--- config.mk ---
export PLATFORM = sky130hd
export DESIGN_NAME = fetch_unit
export DESIGN_NICKNAME = d
export VERILOG_FILES = /design/src/rtl/fetch_unit_pkg.sv /design/src/rtl/fetch_unit_pc_reg.sv /design/src/rtl/fetch_unit.sv
export SDC_FILE = /design/constraint.sdc
export NUM_CORES = 1
export LEC_CHECK = 0
export CAP_MARGIN = 10
export CORE_UTILIZATION = 30
export CTS_CLUSTER_DIAMETER = 150
export DETAILED_ROUTE_END_ITERATION = 6
export MAX_ROUTING_LAYER = met4
export PLACE_DENSITY = 0.51
export SYNTH_ARGS = -nofsm -noshare
export SYNTH_HDL_FRONTEND = slang
export SYNTH_SLANG_ARGS = --single-unit
--- constraint.sdc ---
create_clock -name clk -period 15.29 [get_ports clk]
set_clock_uncertainty 0.15 [all_clocks]
set_input_delay 3.8225 -clock clk [delete_from_list [all_inputs] [get_ports clk]]
set_output_delay 3.8225 -clock clk [all_outputs]
set_load 0.005 [all_outputs]
--- src/rtl/fetch_unit_pkg.sv ---
// Shared core package: reset/bubble constants, opcode constants and fetch-stage
// types used by the instruction fetch unit.
package fetch_unit_pkg;

  localparam logic [31:0] DEF_RESET_PC  = 32'h0000_0000;
  localparam logic [31:0] DEF_NOP_INSTR = 32'h0000_0013;  // addi x0,x0,0

  localparam logic [6:0] OPC_LOAD   = 7'b0000011;
  localparam logic [6:0] OPC_OP_IMM = 7'b0010011;
  localparam logic [6:0] OPC_AUIPC  = 7'b0010111;
  localparam logic [6:0] OPC_STORE  = 7'b0100011;
  localparam logic [6:0] OPC_OP     = 7'b0110011;
  localparam logic [6:0] OPC_LUI    = 7'b0110111;
  localparam logic [6:0] OPC_BRANCH = 7'b1100011;
  localparam logic [6:0] OPC_JALR   = 7'b1100111;
  localparam logic [6:0] OPC_JAL    = 7'b1101111;

  typedef enum logic [1:0] {
    FETCH = 2'd0,
    HOLD  = 2'd1,
    DRAIN = 2'd2
  } fetch_state_e;

  typedef struct packed {
    logic [31:0] pc;
    logic [31:0] instr;
    logic        valid;
  } if_id_t;

endpackage

--- src/rtl/fetch_unit_pc_reg.sv ---
// Program counter: holds, advances by 4 (wrapping) or loads a word-aligned
// redirect target, with redirect winning over advance.
module fetch_unit_pc_reg #(
  parameter logic [31:0] RESET_PC = 32'h0000_0000
) (
  input  logic        clk_i,
  input  logic        rst_i,
  input  logic        load_i,
  input  logic [29:0] target_word_i,
  input  logic        advance_i,
  output logic [31:0] pc_o
);

  logic [31:0] pc_q, pc_d;

  always_comb begin
    pc_d = pc_q;
    if (load_i)         pc_d = {target_word_i, 2'b00};
    else if (advance_i) pc_d = pc_q + 32'd4;
  end

  always_ff @(posedge clk_i or posedge rst_i) begin
    if (rst_i) pc_q <= RESET_PC;
    else       pc_q <= pc_d;
  end

  assign pc_o = pc_q;

endmodule

--- src/rtl/fetch_unit.sv ---
// Instruction fetch stage: drives the instruction memory, fills IF/ID, parks a
// response in a one-entry buffer under stall and drains stale requests on redirect.
module fetch_unit
  import fetch_unit_pkg::*;
#(
  parameter logic [31:0] RESET_PC  = DEF_RESET_PC,
  parameter logic [31:0] NOP_INSTR = DEF_NOP_INSTR
) (
  input  logic        clk,
  input  logic        rst,
  input  logic        pc_sel,
  input  logic [31:0] target_pc,
  input  logic        stall,
  output logic [31:0] imem_addr,
  output logic        imem_req,
  input  logic        imem_ready,
  input  logic [31:0] imem_rdata,
  output logic [31:0] if_id_pc,
  output logic [31:0] if_id_instr,
  output logic        if_id_valid,
  output logic        flush_id_ex,
  output logic        misalign_err
);

  localparam if_id_t BUBBLE = '{pc: 32'h0, instr: NOP_INSTR, valid: 1'b0};

  fetch_state_e state_q, state_d;
  if_id_t       ifid_q, ifid_d;
  if_id_t       hold_q, hold_d;
  logic [31:0]  drain_addr_q, drain_addr_d;
  logic         misalign_q, misalign_d;
  logic         advance;
  logic [31:0]  pc;

  fetch_unit_pc_reg #(.RESET_PC(RESET_PC)) u_pc (
    .clk_i        (clk),
    .rst_i        (rst),
    .load_i       (pc_sel),
    .target_word_i(target_pc[31:2]),
    .advance_i    (advance),
    .pc_o         (pc)
  );

  always_comb begin
    state_d      = state_q;
    ifid_d       = ifid_q;
    hold_d       = hold_q;
    drain_addr_d = drain_addr_q;
    advance      = 1'b0;
    misalign_d   = misalign_q | (pc_sel & (target_pc[1:0] != 2'b00));

    if (pc_sel) begin
      // Redirect beats stall everywhere; an unanswered request must still be drained.
      ifid_d = '{pc: pc, instr: NOP_INSTR, valid: 1'b0};
      hold_d = BUBBLE;
      if (state_q == FETCH && !imem_ready) begin
        state_d      = DRAIN;
        drain_addr_d = pc;
      end else if (state_q == DRAIN && !imem_ready) begin
        state_d = DRAIN;
      end else begin
        state_d = FETCH;
      end
    end else begin
      unique case (state_q)
        FETCH: begin
          if (imem_ready) begin
            advance = 1'b1;
            if (stall) begin
              hold_d  = '{pc: pc, instr: imem_rdata, valid: 1'b1};
              state_d = HOLD;
            end else begin
              ifid_d = '{pc: pc, instr: imem_rdata, valid: 1'b1};
            end
          end
        end
        HOLD: begin
          if (!stall) begin
            ifid_d  = hold_q;
            hold_d  = BUBBLE;
            state_d = FETCH;
          end
        end
        DRAIN: begin
          if (imem_ready) state_d = FETCH;
        end
        default: state_d = FETCH;
      endcase
    end
  end

  always_ff @(posedge clk or posedge rst) begin
    if (rst) begin
      state_q      <= FETCH;
      ifid_q       <= BUBBLE;
      hold_q       <= BUBBLE;
      drain_addr_q <= 32'h0;
      misalign_q   <= 1'b0;
    end else begin
      state_q      <= state_d;
      ifid_q       <= ifid_d;
      hold_q       <= hold_d;
      drain_addr_q <= drain_addr_d;
      misalign_q   <= misalign_d;
    end
  end

  assign imem_req     = !rst && (state_q != HOLD);
  assign imem_addr    = (state_q == DRAIN) ? drain_addr_q : pc;
  assign flush_id_ex  = pc_sel && !rst;
  assign if_id_pc     = ifid_q.pc;
  assign if_id_instr  = ifid_q.instr;
  assign if_id_valid  = ifid_q.valid;
  assign misalign_err = misalign_q;

endmodule

==> results.sh <==
export IMPL_dieArea_mm2=0.0290
export IMPL_synth_seq_cells=191
export IMPL_ant_nets=0
export IMPL_leakage_nw=4.58
export IMPL_cts_hold_buf=0
export IMPL_layout_min_cycle_time_ps=9410
export IMPL_ys_seq_area_share_pct=56.4
export IMPL_cpMaxStageDelayCell="clkdlybuf4s50_1"
export IMPL_fin_tns_setup_ps=0
export IMPL_ios=169
export IMPL_wl_um=23100
export IMPL_rsz0062_at_grt="false"
export IMPL_hold_path_depth=2
export IMPL_r2r_start="state_q[1]"
export IMPL_finalCritPeriodShare_pct=61.6
export IMPL_overflow=0
export IMPL_r2r_cells=4
export IMPL_synth_top_area_cell="dfrtp_1"
export IMPL_power_total_mw=1.29
export IMPL_slew_viol_final=0
export IMPL_synth_edff_count=0
export IMPL_rrSetupSlack_ps=12320
export IMPL_nets=965
export IMPL_die_x_um=170
export IMPL_std_cell_rows=61
export IMPL_slowest_delay_ps=510
export IMPL_area_delta_synth_final_pct=30.1
export IMPL_routedWlPerCell_um=18.0
export IMPL_synth_main_ff_cell="dfrtp_1"
export IMPL_portBuffers=166
export IMPL_setup_ws_ps=5880
export IMPL_ctsResizeCount=0
export IMPL_clockBufferDepth=2
export IMPL_final_cell_mix="185 x dfrtp_1, 165 x clkdlybuf4s50_1, 94 x nand2_1"
export IMPL_status="finished clean"
export IMPL_drt_initial_drc_count=382
export IMPL_start_util_pct=30.6
export IMPL_end_kind="output pin"
export IMPL_cts_buffers=17
export IMPL_holdPathEnd="if_id_instr[1]"
export IMPL_drc=0
export IMPL_fillCellCount=2734
export IMPL_finalNonFillerCells=1286
export IMPL_clkSlewWorstSetupHoldPaths_ps=70
export IMPL_worstHoldPathType="flop to flop"
export IMPL_worst_pin_slew_ps=1200
export IMPL_ys_warn_count=0
export IMPL_cts_tree="done"
export IMPL_dp_cells=1254
export IMPL_ys_top_cells_by_area="dfrtp_1 55%, mux2_2 8.1%, a22o_1 6.1%, o21ai_0 4.5%, nand2_1 4.2%"
export IMPL_ir_worst_vdd_v=0.0000632
export IMPL_async_flop_share_pct=100
export IMPL_power_density_mw_per_mm2=117
export IMPL_hold_viol_final=0
export IMPL_antenna_found_initial=0
export IMPL_grt_total_usage_pct=16.6
export IMPL_dr_pass1_iters=5
export IMPL_netlist_area_mm2=0.00849
export IMPL_yosysTopAreaCellShare_pct=54.5
export IMPL_grt_max_degree=119
export IMPL_dpl_hpwl_um=14800
export IMPL_insertion_delay_ps=440
export IMPL_antenna_cells=0
export IMPL_avgSynthCellArea_um2=11.0
export IMPL_pre_cts_ws_ps=5850
export IMPL_yosys_cell_types_count=44
export IMPL_crit_chain="buf_2 -> buf_4 -> inv_2 -> nor2_1 -> clkdlybuf4s50_1"
export IMPL_core_mm2=0.0278
export IMPL_vias=6383
export IMPL_min_from="if_id_instr[1]"
export IMPL_grt_pass1_wl_um=35900
export IMPL_fmax_ghz=0.106
export IMPL_syn_instance_count=773
export IMPL_final_common_cell="dfrtp_1"
export IMPL_fin_worst_hold_slack_ps=327
export IMPL_cts_sinks=191
export IMPL_maxCapViolCount=0
export IMPL_cp_required_ps=11320
export IMPL_reg2reg_to="u_pc.pc_o[29]"
export IMPL_cp_max_fo=42
export IMPL_place_congestion=0.735
export IMPL_max_slew_margin_pct=19.8
export IMPL_setup_violations_final=0
export IMPL_dieHeight_um=170
export IMPL_htreeDepth=4
export IMPL_crit_path_start_kind="primary input"
export IMPL_criticalPathCategory="primary input to output pin"
export IMPL_vias_per_cell=4.96
export IMPL_drive_above_1_share_pct=13.3
export IMPL_cts_setup_buffers=0
export IMPL_worstPathArrival_ps=5440
export IMPL_grt_pass1_vias=6256
export IMPL_root_buffer="clkbuf_16"
## cells in the mapped netlist (2+ instances only)
cell      count
a21oi_1      11
a22o_1       59
a22oi_1      29
a31oi_1      14
and2_1        3
buf_1         4
buf_2         5
buf_4         3
clkbuf_1     64
dfrtp_1     185
dfstp_2       6
inv_1         8
mux2_2       61
mux2i_1      27
nand2_1      94
nand2b_1      4
nand3_1       9
nand4_1      10
nor2_1       25
nor3_1        4
nor4_1        3
o211ai_1      3
o21ai_0      76
o21ai_1       2
o22ai_1       3
o31ai_1      11
o32a_1        3
or2_2         2
or3_1         6
or4_1        17
xnor2_1       8
xor2_1        2
## final cells by class
cell class	count	area [um2]	share of cell area, %
clock buffers	19	443	4.01
inverters	9	41.3	0.374
multi-input cells	498	3400	30.8
repair buffers	178	1750	15.8
flip-flops and latches	191	4790	43.3
clock inverters	13	150	1.36
well taps	378	473	4.28
## worst max-delay path: cells and delay by family
kind	cells	cell delay (ps)
AND/OR/NAND/NOR	1	190
buffers and inverters	4	1370
## kinds of logic after synthesis
family | count (synthesis) | share of synthesized area (%)
other cells | 1 | 0.0442
buf+inv | 85 | 3.96
flops | 191 | 56.4
simple gates | 183 | 10.1
mux | 88 | 11.3
fa+ha+maj | 1 | 0.147
xor+xnor | 10 | 1.03
compound gates | 214 | 17.0
## metal layers
metal / up-vias / share of wire, % / global-route usage [%]
li1: 3040 / - / -
met1: 3160 / 51 / 24.1
met2: 165 / 44 / 23.7
met3: 18 / 4.4 / 2.91
met4: 0 / 0.94 / 4.35
met5: - / 0 / -
## worst max-delay path by stage
stage,depth (start not counted),slack [ps],start,to
after detailed placement,5,5850,pc_sel,flush_id_ex
after global routing,5,5780,pc_sel,flush_id_ex
after global placement,5,5880,pc_sel,flush_id_ex
after CTS,5,5860,pc_sel,flush_id_ex
after floorplan,1,6130,rst,drain_addr_q[10]
final,5,5880,pc_sel,flush_id_ex
## sequential cells by signal (all words and copies together), names as in the netlist
| register | flops |
|---|---|
| state_q | 2 |
| hold_q | 64 |
| u_pc.pc_o | 30 |
| drain_addr_q | 30 |
| if_id_valid | 1 |
| if_id_pc | 31 |
| if_id_instr | 32 |
| misalign_err | 1 |
## metrics by stage
| stage | utilization (%) | cell area [um2] |
|---|---|---|
| 6_report | 39.8 | 11000 |
| 5_1_grt | 39.8 | 11000 |
| 4_1_cts | 39.8 | 11000 |
| 3_5_place_dp | 37.6 | 10500 |
| 3_3_place_gp | 37.6 | 10500 |
| 2_1_floorplan | - | 8500 |
## power by group
group	internal [mW]	leakage (nW)	switching (mW)
Combinational	0.130	1.88	0.0954
Clock	0.250	0.296	0.208
Sequential	0.562	2.41	0.0451
Total	0.942	4.58	0.349
Power figures use the tool's default switching activity.
